**src/rtl/maf_sign_pipe_if.sv**
```systemverilog
// maf_sign_pipe_if: beat handshake plus per-lane sign-resolution operands and results
interface maf_sign_pipe_if #(parameter int LANES = 1);
  logic in_valid;
  logic in_ready;
  logic [1:0] op;
  logic [1:0] rm;
  logic [LANES-1:0] sign_a;
  logic [LANES-1:0] sign_b;
  logic [LANES-1:0] sign_c;
  logic [LANES-1:0] comp_exp;
  logic [LANES-1:0] sign_add;
  logic [LANES-1:0] zero_res;
  logic [LANES-1:0] prod_inf;
  logic [LANES-1:0] c_inf;
  logic [LANES-1:0] nan_in;
  logic out_valid;
  logic out_ready;
  logic [LANES-1:0] sign_res;
  logic [LANES-1:0] nan_out;
  logic [LANES-1:0] invalid;
  modport master (
    output in_valid, op, rm, sign_a, sign_b, sign_c, comp_exp, sign_add,
           zero_res, prod_inf, c_inf, nan_in, out_ready,
    input  in_ready, out_valid, sign_res, nan_out, invalid
  );
  modport slave (
    input  in_valid, op, rm, sign_a, sign_b, sign_c, comp_exp, sign_add,
           zero_res, prod_inf, c_inf, nan_in, out_ready,
    output in_ready, out_valid, sign_res, nan_out, invalid
  );
endinterface

```
**src/rtl/maf_sign_pipe.sv**
```systemverilog
// maf_sign_pipe: per-lane multiply-add result sign resolution carried through a stallable delay pipe
module maf_sign_pipe #(
  parameter int LANES  = 1,
  parameter int STAGES = 2
) (
  input logic clk,
  input logic rst,
  maf_sign_pipe_if.slave bus
);
  logic [LANES-1:0] sp, sc, es, clash, sgn, nan, inv;
  logic [3*LANES-1:0] pl [STAGES];
  logic [STAGES-1:0] vld;
  logic adv;
  assign sp    = bus.sign_a ^ bus.sign_b ^ {LANES{bus.op[1]}};
  assign sc    = bus.sign_c ^ {LANES{bus.op[0]}};
  assign es    = sp ^ sc;
  assign clash = bus.prod_inf & bus.c_inf & es;
  assign nan   = bus.nan_in | clash;
  assign inv   = (bus.nan_in & bus.prod_inf) | (~bus.nan_in & clash);
  // resolve each lane's sign by special-case priority, then the adder outcome
  always_comb begin
    sgn = '0;
    for (int l = 0; l < LANES; l++)
      sgn[l] = nan[l]           ? 1'b0 :
               bus.prod_inf[l]  ? sp[l] :
               bus.c_inf[l]     ? sc[l] :
               bus.zero_res[l]  ? (es[l] ? (bus.rm == 2'b11) : sc[l]) :
               (es[l] & (bus.comp_exp[l] | bus.sign_add[l])) ? sp[l] : sc[l];
  end
  assign adv           = bus.out_ready | ~vld[STAGES-1];
  assign bus.in_ready  = adv;
  assign bus.out_valid = vld[STAGES-1];
  assign {bus.invalid, bus.nan_out, bus.sign_res} = pl[STAGES-1];
  // whole pipe shifts together when the tail can drain, bubbles carry a zero payload
  always_ff @(posedge clk) begin
    if (rst) begin
      vld <= '0;
      for (int i = 0; i < STAGES; i++) pl[i] <= '0;
    end else if (adv) begin
      vld[0] <= bus.in_valid;
      pl[0]  <= bus.in_valid ? {inv, nan, sgn} : '0;
      for (int i = 1; i < STAGES; i++) begin
        vld[i] <= vld[i-1];
        pl[i]  <= pl[i-1];
      end
    end
  end
endmodule

```
**src/flat_wrapper.sv**
```systemverilog
// flat-port wrapper written by rule: the top's interface ports become plain ports
module maf_sign_pipe_flat 
#(
  parameter int LANES  = 1,
  parameter int STAGES = 2
)
  (clk, rst, bus_in_valid, bus_op, bus_rm, bus_sign_a, bus_sign_b, bus_sign_c, bus_comp_exp, bus_sign_add, bus_zero_res, bus_prod_inf, bus_c_inf, bus_nan_in, bus_out_ready, bus_in_ready, bus_out_valid, bus_sign_res, bus_nan_out, bus_invalid);
  maf_sign_pipe_if #(.LANES(LANES)) bus_i ();
  input logic clk;
  input logic rst;
  input wire logic [$bits(bus_i.in_valid)-1:0] bus_in_valid;
  input wire logic [$bits(bus_i.op)-1:0] bus_op;
  input wire logic [$bits(bus_i.rm)-1:0] bus_rm;
  input wire logic [$bits(bus_i.sign_a)-1:0] bus_sign_a;
  input wire logic [$bits(bus_i.sign_b)-1:0] bus_sign_b;
  input wire logic [$bits(bus_i.sign_c)-1:0] bus_sign_c;
  input wire logic [$bits(bus_i.comp_exp)-1:0] bus_comp_exp;
  input wire logic [$bits(bus_i.sign_add)-1:0] bus_sign_add;
  input wire logic [$bits(bus_i.zero_res)-1:0] bus_zero_res;
  input wire logic [$bits(bus_i.prod_inf)-1:0] bus_prod_inf;
  input wire logic [$bits(bus_i.c_inf)-1:0] bus_c_inf;
  input wire logic [$bits(bus_i.nan_in)-1:0] bus_nan_in;
  input wire logic [$bits(bus_i.out_ready)-1:0] bus_out_ready;
  output wire logic [$bits(bus_i.in_ready)-1:0] bus_in_ready;
  output wire logic [$bits(bus_i.out_valid)-1:0] bus_out_valid;
  output wire logic [$bits(bus_i.sign_res)-1:0] bus_sign_res;
  output wire logic [$bits(bus_i.nan_out)-1:0] bus_nan_out;
  output wire logic [$bits(bus_i.invalid)-1:0] bus_invalid;
  assign bus_i.in_valid = bus_in_valid;
  assign bus_i.op = bus_op;
  assign bus_i.rm = bus_rm;
  assign bus_i.sign_a = bus_sign_a;
  assign bus_i.sign_b = bus_sign_b;
  assign bus_i.sign_c = bus_sign_c;
  assign bus_i.comp_exp = bus_comp_exp;
  assign bus_i.sign_add = bus_sign_add;
  assign bus_i.zero_res = bus_zero_res;
  assign bus_i.prod_inf = bus_prod_inf;
  assign bus_i.c_inf = bus_c_inf;
  assign bus_i.nan_in = bus_nan_in;
  assign bus_i.out_ready = bus_out_ready;
  assign bus_in_ready = bus_i.in_ready;
  assign bus_out_valid = bus_i.out_valid;
  assign bus_sign_res = bus_i.sign_res;
  assign bus_nan_out = bus_i.nan_out;
  assign bus_invalid = bus_i.invalid;
  maf_sign_pipe #(.LANES(LANES), .STAGES(STAGES)) u_core (.clk(clk), .rst(rst), .bus(bus_i));
endmodule
```
**config.mk**
```make
export PLATFORM = sky130hd
export DESIGN_NAME = maf_sign_pipe_flat
export DESIGN_NICKNAME = d
export VERILOG_FILES = /design/src/rtl/maf_sign_pipe_if.sv /design/src/rtl/maf_sign_pipe.sv /design/src/flat_wrapper.sv
export SDC_FILE = /design/constraint.sdc
export NUM_CORES = 1
export LEC_CHECK = 0
export ABC_AREA = 0
export BUFFER_PORTS_ARGS = -buffer_cell sky130_fd_sc_hd__buf_2
export CAP_MARGIN = 5
export CORE_AREA = 2 2 39 41
export CTS_CLUSTER_SIZE = 40
export DETAILED_ROUTE_END_ITERATION = 10
export DIE_AREA = 0 0 41 43
export PLACE_DENSITY = 0.57
export SETUP_SLACK_MARGIN = 0.15
export SYNTH_ARGS = -nofsm -noshare
export SYNTH_HDL_FRONTEND = slang
export SYNTH_SLANG_ARGS = --single-unit
```
**constraint.sdc**
```tcl
create_clock -name clk -period 2.19 [get_ports clk]
set_input_delay 0.438 -clock clk [delete_from_list [all_inputs] [get_ports clk]]
set_output_delay 0.438 -clock clk [all_outputs]
set_load 0.03 [all_outputs]
```
# Word-level counts from Yosys, hierarchy flattened
# Memory sizes are Yosys's and may differ from the RTL's.
# Index checks and enable logic that the tools add are counted.
# totals
memories	1
regBits	2
ram_bits	6
in_bits	17
out_inout_bits	5
# memory_table
name	depth	width	read_ports	rd_clocked_by_memory_dff	write_ports	line_no	source
u_core.pl	2	3	2	0	2	maf_sign_pipe.sv:11	logic [3*LANES-1:0] pl [STAGES];
# classes
n_bitwise	17
n_eq_ne	1
muxes	14
# ops
op	n
$mux W1	11
$mux W3	3
$or A1 B1 Y1	6
$and A1 B1 Y1	5
$xor A1 B1 Y1	4
$eq A2 B2 Y1 const B	1
$not A1 Y1	2

# Depth between registers and ports, before layout
# logic_depth
depth_word	11
depth_mapped	4

# Least setup slack after synthesis
# OpenSTA, ideal clock, no wires.
# synth_path
kind	input to register
startpoint	input port bus_sign_b
endpoint	memory u_core.pl[0][2] (netlist name), data pin
arrival_time_ns	1.418
setup_ns	0.256
slack_ns	0.516
n_path_buf	0
path_stages	4
cell_sequence	xnor3_1 xor2_1 a31o_1 and4_1
# synth_rtl
item	line_no	source
start, declared	flat_wrapper.sv:15	input wire logic [$bits(bus_i.sign_b)-1:0] bus_sign_b;
end, declared	maf_sign_pipe.sv:11	

==> impl_results.md <==
- Status: complete, no violations
- Max Freq: 652 MHz
- Max-cap violation count: 0
- Final Total Pwr: 359 uW
- Root Buffer Master: clkbuf_4
- Vias: 344
- RD Place Congestion: 0.676
- Worst slew pin tran: 0.321 ns
- Fillers: 147
- DP HPWL: 548 um
- Finished Layout Cells: 73
- Largest net degree at the start of global routing: 8
- Hold path endpoint: u_core.vld[1]
- Cell Area, Synth: 394 sq um
- Worst hold slack: 0.386 ns
- Worst slack at placement: 0.387 ns
- Crit end category: flip-flop
- FFs w/ async S/R, synth: 0%
- Syn_nets: 49
- Crit Path Max Fanout: 3
- Vias per inst: 4.71
- Layout cells sized above 1: 43.9%
- Final net count: 75
- Cts hold-fix bufs: 0
- # IOs: 22
- Port Buffers: 21
- WL per Instance: 10.0 um
- Sequential share of the synthesized area: 55.9%
- Final hold vios: 0
- Clock-pin slew of the registers on the worst-case setup and hold paths: 0.06 ns
- Die area: 1760 sq um
- Hold Path Depth: 2
- Top post-synthesis cells by area: edfxtp_1 46%, dfxtp_1 10%, xnor3_1 5.7%
- Final Max Slew Viols: 0
- DRT iter0 DRCs: 2
- CTS buffer count: 3
- Rows: 14
- Slew HR: 78.6%
- Setup_tns: 0 ns
- Global-route wire length before repair: 1280 um
- Yosys top cell by area: edfxtp_1
- Flops & latches, synth: 8
- CTS H-tree lvls: 1
- Post-CTS sizing: 0
- Clock buffer depth: 2
- Startpoint Class: primary input
- Die Y: 43 um
- Mean area per synthesized cell: 12.3 sq um
- Worst setup margin: 0.656 ns
- Setup violators final: 0
- GRT Total Usage: 11.1%
- Final worst clock skew: 0.0111 ns
- Antenna viol nets, final: 0
- CTS tree: yes
- Starting Density: 28.5%
- Max VDD drop: 176 uV
- Postcts setup bufs: 0
- WL final: 732 um
- YS warnings: 0
- Clock network power share: 33.5%
- Post-route DRC: 0
- Fin crit share: 70.1%
- Area of the multi-input gates: 166 sq um
- Critical path required time: 2.20 ns
- Die X: 41 um
- Hold path startpoint: rst
- Core area: 1380 sq um
- Reg-to-reg endpoint: u_core.pl[0][0]
- Critical Path AT: 1.55 ns
- Reg2Reg Launch Point: u_core.vld[1]
- Comb power frac: 18.1%
- Gr ovfl total: 0
- Clock Latency Late Sink: 0.26 ns
- Pwr/cell area: 658 nW/um^2
- Sequential power share: 48.4%
- Num Clock Sinks: 8
- Post-synth top cells: 6 x edfxtp_1, 3 x and2_1
- Number of flops mapped to enable cells by yosys: 6
- RSZ-0062 raised after global routing: no
- Switching portion of total power: 24.1%
- Antenna fix cells: 0
- Main flop type after synthesis: edfxtp_1
- Internal power component: 272 uW
- Reg-to-reg setup timing slack: 0.90 ns
- Reg2Reg Depth: 4
- Placed instance count: 69
- Area delta synth->final: 38.4%
- Min Tclk post-route: 1.53 ns
- Synth cell types: 21
- Critical path class: primary input to flip-flop
- Net Sw Power: 86.5 uW
- Share of the synthesized area in the top cell type: 45.7%
- Drt pass-1 iters: 4
- Initial antenna violation count: 0
- Worst Hold Class: primary input to flip-flop
- Lkg Pwr: 0.000252 uW
- Register Area: 220 sq um
- Vias in the first global route: 355
- Mapped Cells: 32
- Most frequent cell after synthesis: edfxtp_1
## worst max-delay path by stage
stage	end	from	cells after the start	slack (ns)
after global placement	u_core.pl[0][2]	bus_sign_b	5	0.40
after floorplan	u_core.pl[0][2]	bus_sign_b	4	0.52
after detailed placement	u_core.pl[0][2]	bus_sign_b	5	0.39
final	u_core.pl[0][2]	bus_sign_b	5	0.66
after global routing	u_core.pl[0][0]	bus_sign_b	5	0.58
after CTS	u_core.pl[0][2]	bus_sign_b	5	0.66
## cell type report
class | count | share of cell area (%)
flip-flops and latches | 8 | 40.4
well taps | 16 | 3.67
repair buffers | 21 | 19.3
multi-input cells | 22 | 30.5
inverters | 2 | 1.38
clock buffers | 4 | 4.82
## registers in the layout, summed over array words and instances (netlist names)
signal and count:
u_core.vld 2, u_core.pl 6
## metrics by stage
step | utilization [%] | area [sq um]
after floorplan | - | 394
after global placement | 37.5 | 519
after detailed placement | 37.5 | 519
after CTS | 39.4 | 546
after global routing | 39.4 | 546
final | 39.4 | 546
## layer usage
metal	share of wire (%)	global-route usage, %
met5	0	0
met4	0	12.0
met3	6.4	0
met2	60	18.4
met1	34	10.9
## cell families (layout without fill, tap and decap cells)
family	after synthesis	after routing	share of synthesized area (%)
xor gates and xnor gates	3	3	10.2
and+or+nand+nor	13	13	21.0
AOI/OAI and AO/OA	6	6	11.1
DFF	8	8	55.9
buffers and inverters	2	27	1.91
## critical path, cell delays in order
cell,delay (ns)
buf_2,0.08
xnor3_1,0.41
xor2_1,0.17
a31o_1,0.26
and4_1,0.20
## layout by cell type (no fill, tap or decap)
cell / synthesis / layout
buf_2: 0 / 21
edfxtp_1: 6 / 6
and2_1: 3 / 3
clkbuf_4: 0 / 3
nor2b_1: 2 / 2
inv_1: 2 / 2
nand2_1: 2 / 2
dfxtp_1: 2 / 2
nand2b_1: 1 / 1
nor2_1: 1 / 1
xnor3_1: 1 / 1
xnor2_1: 1 / 1
xor2_1: 1 / 1
a31o_1: 1 / 1
o21ai_1: 1 / 1
a21oi_1: 1 / 1
and4_1: 1 / 1
nor3_1: 1 / 1
a311oi_1: 1 / 1
o31a_1: 1 / 1
a211oi_1: 1 / 1
nor3b_1: 1 / 1
nor4_2: 1 / 1
clkbuf_1: 0 / 1
## power by group through the flow
stage	clock network [uW]	logic, uW	registers [uW]
after CTS	127	65.8	174
after global placement	0	64.2	176
after floorplan	0	31.1	185
after detailed placement	0	65.0	177
after global routing	132	73.3	175
final	120	65.0	174
Power figures use the tool's default switching activity.
